$ cat src/rtl/jkscan_defs.sv
// jkscan_defs: state encodings and default chain length shared by the scan controller
package jkscan_defs;
  localparam int N_DEF = 8;
  typedef enum logic [2:0] {
    S_IDLE = 3'd0,
    S_LOAD = 3'd1,
    S_CAPT = 3'd2,
    S_UNLD = 3'd3,
    S_FIN  = 3'd4
  } state_t;
endpackage

$ cat src/rtl/jkscan_shreg.sv
// jkscan_shreg: serialises the latched pattern MSB-first and deserialises SO into CAPT
module jkscan_shreg #(
  parameter int N = 8
) (
  input  logic         CLK,
  input  logic         RST,
  input  logic         load,
  input  logic         adv,
  input  logic         clr,
  input  logic         cap,
  input  logic [N-1:0] pat,
  input  logic         so,
  output logic         si,
  output logic [N-1:0] capt,
  output logic [N-1:0] capt_nxt
);
  logic [N-1:0] sr;
  // the first unloaded bit ends up in the MSB after N shifts
  assign capt_nxt = {capt[N-2:0], so};
  always_ff @(posedge CLK) begin
    if (RST) begin
      sr   <= '0;
      si   <= 1'b0;
      capt <= '0;
    end else begin
      if (load) begin
        sr   <= {pat[N-2:0], 1'b0};
        si   <= pat[N-1];
        capt <= '0;
      end else if (adv) begin
        sr <= {sr[N-2:0], 1'b0};
        si <= sr[N-1];
      end else if (clr) begin
        si <= 1'b0;
      end
      if (cap) capt <= capt_nxt;
    end
  end
endmodule

$ cat src/rtl/jkscan_ctl.sv
// jkscan_ctl: scan-test sequencer that loads, captures and unloads the JK datapath register
module jkscan_ctl
  import jkscan_defs::*;
#(
  parameter int N     = N_DEF,
  parameter int CNT_W = 8
) (
  input  logic         CLK,
  input  logic         RST,
  input  logic         START,
  input  logic [N-1:0] PATTERN,
  input  logic [N-1:0] EXPECT,
  input  logic [N-1:0] MASK,
  input  logic         SO,
  output logic         TEST,
  output logic         SCANIN,
  output logic         BUSY,
  output logic         DONE,
  output logic [N-1:0] CAPT,
  output logic         MISMATCH
);
  state_t           state;
  logic [CNT_W-1:0] cnt;
  logic [N-1:0]     exp_r, mask_r, capt_nxt;
  logic             last, load;
  assign last = cnt == CNT_W'(N - 1);
  assign load = state == S_IDLE && START;
  jkscan_shreg #(.N(N)) u_shreg (
    .CLK      (CLK),
    .RST      (RST),
    .load     (load),
    .adv      (state == S_LOAD && !last),
    .clr      (state == S_LOAD && last),
    .cap      (state == S_UNLD),
    .pat      (PATTERN),
    .so       (SO),
    .si       (SCANIN),
    .capt     (CAPT),
    .capt_nxt (capt_nxt)
  );
  // outputs are set on the edge entering each state so they are valid for its whole cycle
  always_ff @(posedge CLK) begin
    if (RST) begin
      state    <= S_IDLE;
      cnt      <= '0;
      exp_r    <= '0;
      mask_r   <= '0;
      TEST     <= 1'b0;
      BUSY     <= 1'b0;
      DONE     <= 1'b0;
      MISMATCH <= 1'b0;
    end else begin
      DONE <= 1'b0;
      case (state)
        S_IDLE: begin
          TEST <= 1'b0;
          if (START) begin
            state    <= S_LOAD;
            cnt      <= '0;
            exp_r    <= EXPECT;
            mask_r   <= MASK;
            MISMATCH <= 1'b0;
            BUSY     <= 1'b1;
            TEST     <= 1'b1;
          end
        end
        S_LOAD: begin
          if (last) begin
            state <= S_CAPT;
            TEST  <= 1'b0;
          end else cnt <= cnt + CNT_W'(1);
        end
        S_CAPT: begin
          state <= S_UNLD;
          cnt   <= '0;
          TEST  <= 1'b1;
        end
        S_UNLD: begin
          if (last) begin
            state    <= S_FIN;
            TEST     <= 1'b0;
            BUSY     <= 1'b0;
            DONE     <= 1'b1;
            MISMATCH <= |((capt_nxt ^ exp_r) & mask_r);
          end else cnt <= cnt + CNT_W'(1);
        end
        S_FIN:   state <= S_IDLE;
        default: state <= S_IDLE;
      endcase
    end
  end
endmodule

$ cat config.mk
export PLATFORM = sky130hd
export DESIGN_NAME = jkscan_ctl
export DESIGN_NICKNAME = d
export VERILOG_FILES = /design/src/rtl/jkscan_defs.sv /design/src/rtl/jkscan_shreg.sv /design/src/rtl/jkscan_ctl.sv
export SDC_FILE = /design/constraint.sdc
export NUM_CORES = 1
export LEC_CHECK = 0
export ABC_AREA = 0
export CAP_MARGIN = 20
export CORE_ASPECT_RATIO = 0.5
export CORE_MARGIN = 2
export CORE_UTILIZATION = 35
export CTS_CLUSTER_SIZE = 25
export DETAILED_ROUTE_END_ITERATION = 8
export HOLD_SLACK_MARGIN = 0.02
export SLEW_MARGIN = 20
export SYNTH_ARGS = -nofsm -noshare
export SYNTH_HDL_FRONTEND = slang
export SYNTH_SLANG_ARGS = --single-unit
$ cat constraint.sdc
create_clock -name CLK -period 1.8 [get_ports CLK]
set_clock_uncertainty 0.2 [all_clocks]
set_input_delay 0.54 -clock CLK [delete_from_list [all_inputs] [get_ports CLK]]
set_output_delay 0.54 -clock CLK [all_outputs]
set_load 0.005 [all_outputs]
* After elaboration in Yosys (flattened, before gate mapping)
Cells that the tools add are included.
** Storage, ports and cells
- Register bits :: 47
- Latch bits :: 0
- RAM bits :: 0
- Memory bits (read-only) :: 0
- Bits of input ports :: 28
- Output and inout port bits :: 13
- Word-level logic and storage cells :: 65
- Memories kept :: 0
** Cells by class
- Add/sub/neg operators :: 1
- Multipliers :: 0
- Divide/modulo/power cells :: 0
- Magnitude comparators :: 0
- Equal/unequal tests :: 9
- Shift-type cells :: 0
- Muxes and demuxes :: 23
- Bitwise gates (word level) :: 3
- Reductions and logical operators :: 18
** Operator list (count)
- two-way mux 8 bit :: 6
- case mux 8 bit (3 select lines) :: 1
- case mux 3 bit (4 select lines) :: 1
- two-way mux 1 bit :: 9
- two-way mux 3 bit :: 3
- AND reduction 3 bit :: 3
- adder 8 x 1 -> 8 bit (second input constant) :: 1
- bitwise AND 8 bit :: 1
- equality test 8 x 3 -> 1 bit (second input constant) :: 1
- != test 2 bit (second input constant) :: 4
- OR reduction 8 bit :: 1
- XOR 8 bit :: 1
- equality test 3 x 2 -> 1 bit (second input constant) :: 2
- nonzero test 2 bit :: 3
- nonzero test 3 bit :: 2
- case mux 1 bit (2 select lines) :: 2
- AND reduction 2 bit :: 2
- OR reduction 2 bit :: 2
- equality test 3 x 1 -> 1 bit (second input constant) :: 1
- logical AND 1 bit :: 3
- logical NOT 3 bit :: 1
- case mux 1 bit (3 select lines) :: 1
- != test 2 x 1 -> 1 bit (second input constant) :: 1
- logical NOT 1 bit :: 1
- NOT 1 bit :: 1

* Logic depth before layout (Yosys ltp)
- Word-level depth :: 5
- Mapped depth :: 7
- Gate-level depth less buffers :: 5

* By module
From an unflattened synthesis, not the netlist that was laid out.
** Second synthesis, totals
- Cells, all modules :: 249
- Area total of the unflattened synthesis :: 2135.8 um2
** By module, submodules not included
- jkscan_ctl :: times used 1, cells each 170, area an instance 1390.1 um2, seq. area each 620.6 um2
- jkscan_shreg :: times used 1, cells each 79, area an instance 745.7 um2, seq. area each 320.3 um2

* Worst setup path before layout
No wires, ideal clock.
- Kind :: input to register
- Start point :: input RST
- End point :: register exp_r[0]
- Library setup time :: 0.132 ns
- Data arrival time :: 1.475 ns
- Slack :: -0.008 ns
- Stages :: 4
- Path through :: clkbuf_1 clkbuf_1 clkbuf_1 a21oi_1
** RTL lines
- from (decl) :: line jkscan_ctl.sv:9 : input logic RST,
- to (signal assigned) :: line jkscan_ctl.sv:46 : exp_r <= '0;
- to (signal assigned) :: line jkscan_ctl.sv:60 : exp_r <= EXPECT;
- to (decl) :: line jkscan_ctl.sv:24 : logic [N-1:0] exp_r, mask_r, capt_nxt;
No word-level cell between the ends.

* Worst setup path in the final report
- Start point :: input SO
- End point :: register MISMATCH
** Between the ends
- Word-level cells in the longest chain between the ends :: 5
** RTL lines
- from (decl) :: line jkscan_ctl.sv:14 : input logic SO,
- XOR 8 bit :: line jkscan_ctl.sv:84 : MISMATCH <= |((capt_nxt ^ exp_r) & mask_r);
- bitwise AND 8 bit :: line jkscan_ctl.sv:84
- OR reduction 8 bit :: line jkscan_ctl.sv:84
- two-way mux 1 bit :: line jkscan_ctl.sv:79 : if (last) begin
- case mux 1 bit (2 select lines) :: line jkscan_ctl.sv:54 : case (state)
- to (signal assigned) :: line jkscan_ctl.sv:84
- to (decl) :: line jkscan_ctl.sv:20 : output logic MISMATCH
No other way between the ends. The select of a mux whose other input is x is not followed.
A chain may end at the register's enable or synchronous reset.

==> metrics.txt <==
layout cells sized above 1 19.3%; dpl hpwl around 3400 um; top post-synthesis cells by area dfxtp_1, nand2_1, a21oi_1; initial core utilization a little under two fifths; Fill cells 521; GRT Total Usage between 10% and 20%; worst hold slack between 0.2 and 0.3 ns; failing checks DRC; Post-Syn Nets between 200 and 300; Congestion Overflow GR 0; Residual DRC 1; Synth Register Bits between 40 and 50; placed cell area ~0.0027 mm2; hold crit path type reg2reg; Gate Count Post-Synth 236; wire length per cell approximately 13 um; Design Area, Final between 0.002 and 0.003 mm2; worst reg2reg path startpoint cnt[0]; DRT iter0 DRCs ~70; top cells by count, synth dfxtp_1, nand2_1, a21oi_1; Nets about 330; Reg2Reg Setup Slack ~0.060 ns; Max-Cap Viols 0; RSZ-0062 raised after global routing false; first-pass GRT wire length just over 8000 um; core area between 0.005 and 0.006 mm2; relative slew slack between 70 and 80%; CP arrival about 1.7 ns; asr flop ratio synth 0%; GRT met3 Usage under 10%; gpl congestion about 0.73; first-pass detailed-route iteration total 6; htree depth 2; Setup violations, final 0; Die Width 113 um; CTS Sinks between 40 and 50; Critical Path RT between 1.5 and 2 ns; PwrDens roughly 830 mW/mm2; worst-path fanout max 2; worst vdd ir about 0.00066 V; fin. max-slew vios 0; vias in the first global route 1787; FP Rows 19; final critical-path required period roughly 1.8 ns; largest net degree at the start of global routing 27; endpoint class of the critical path flop; predominant post-synthesis flop cell dfxtp_1; n_diodes 0; DR vias between 1500 and 2000; area leader, netlist dfxtp_1; initial antenna violation count 0; post-synth design cell area about 0.0021 mm2; share of the synthesized area in the top cell type a little under half; CTS tree done; GR Util met1 between 15 and 20%; clk root buf clkbuf_16; CP endpoint MISMATCH; Syn-to-layout area delta 40.7%; CP Launch Point SO; DRT antenna net count 0; status finished with violations; gr busiest metal met2; Placed Cells ~360; f_max roughly 570 MHz; Netlist cell types 36; final hold violations 0; Seq/Total Area, Yosys a little under half; Ports roughly 40; total CTS buffers 5; CP startpoint kind input pin; chip height roughly 59 um; via/cell ratio approximately 5; actual slew at the worst max-slew pin between 0.3 and 0.4 ns; total chip power ~0.0024 W; maximum clock path buffer count 2; I/O Buffers 40; RR Endpoint cnt[1]; Leakage 1.21 nW; die footprint about 0.0066 mm2; Worst-path clk slew roughly 0.060 ns; Post-synth EDFFs 0; Final period util between 90% and 100%; met2 global-route usage a little over a quarter; Register-to-Register Path Depth 6; most common cell in the netlist dfxtp_1; total wire length roughly 4800 um; Worst-Skew Late Latency 0.28 ns; Synth warnings 0; syn_area_per_cell ~8.8 um2; final non-filler cell total between 300 and 400; Setup Crit Path Kind in2reg
[registers in the layout, summed over array words and instances, names as in the netlist]
register	flops
BUSY	1
exp_r	8
u_shreg.capt	8
mask_r	8
MISMATCH	1
state	3
DONE	1
u_shreg.si	1
TEST	1
u_shreg.sr	7
cnt	8
[routing by layer]
layer  up-vias  share of wire [%]
li1        949                  -
met1       884                 48
met2        26                 47
met3         5                3.8
met4         0                1.3
met5         -                  0
[area by class of cell]
cell class	instances	area, um2	area share, %
multi-input cells	170	1060	36.2
flip-flops and latches	47	950	32.3
repair buffers	71	644	21.9
clock buffers	5	125	4.26
well taps	73	91.3	3.11
clock inverters	3	43.8	1.49
inverters	5	18.8	0.639
[through the flow]
stage | utilization (%) | setup slack [ns] | setup TNS [ns]
final | 52.3 | 0.0456 | 0
after global routing | 52.3 | 0.00633 | 0
after CTS | 51.8 | 0.0395 | 0
after detailed placement | 48.6 | -0.440 | -15.02
after global placement | 48.6 | -0.367 | -12.59
after floorplan | - | 0.0592 | 0
[cells by family (layout without fill, tap and decap cells)]
group           count (synthesis)  after routing  share of synthesized area, %
compound gates                 50             50                          17.5
xor+xnor                       13             13                          5.46
fa+ha+maj                       1              1                         0.599
buf+inv                        19             84                          4.20
flops                          47             47                          45.1
mux                             6              6                          2.88
simple gates                  100            100                          24.3
[report_power, final]
group          switching [W]  total [W]  internal (W)
combinational       0.000131   0.000290      0.000159
sequential         0.0000229    0.00111       0.00108
clock               0.000389    0.00104      0.000655
[critical path, stage by stage]
cell and delay [ns]:
clkdlybuf4s50_1 0.45, xor2_1 0.15, a22oi_1 0.21, nand4_1 0.16, a22o_1 0.23
[placed cells by master (no fill, tap or decap), types with 3 or more instances in the layout]
| cell type | instances |
|---|---|
| nand2_1 | 46 |
| buf_4 | 28 |
| mux2i_1 | 6 |
| a22oi_1 | 5 |
| a211oi_2 | 7 |
| xnor2_1 | 5 |
| a211o_1 | 3 |
| nand3_1 | 9 |
| nand4_1 | 5 |
| dfxtp_2 | 4 |
| inv_1 | 5 |
| clkdlybuf4s50_1 | 26 |
| xor2_1 | 8 |
| clkbuf_16 | 5 |
| dlygate4sd2_1 | 14 |
| dfxtp_1 | 42 |
| nand3b_1 | 4 |
| nor4_1 | 4 |
| a21oi_1 | 28 |
| nor2_1 | 17 |
[how the worst min path moves through the flow]
stage	from	end	slack [ns]	cells after the start
floorplan	mask_r[1]	mask_r[1]	0.24	2
global placement	mask_r[7]	mask_r[7]	0.25	2
detailed placement	mask_r[7]	mask_r[7]	0.25	2
CTS	mask_r[7]	mask_r[7]	0.26	2
global route	mask_r[5]	mask_r[5]	0.29	2
finish	mask_r[1]	mask_r[1]	0.26	2
[what timing repair did]
action,CTS,global route
pin swaps,0,1
gates cloned,0,0
setup buffers,3,1
hold buffers,0,0
resized for setup,20,2
endpoints found under the setup margin,54,8
No activity file was read; power rests on OpenSTA's default activity.
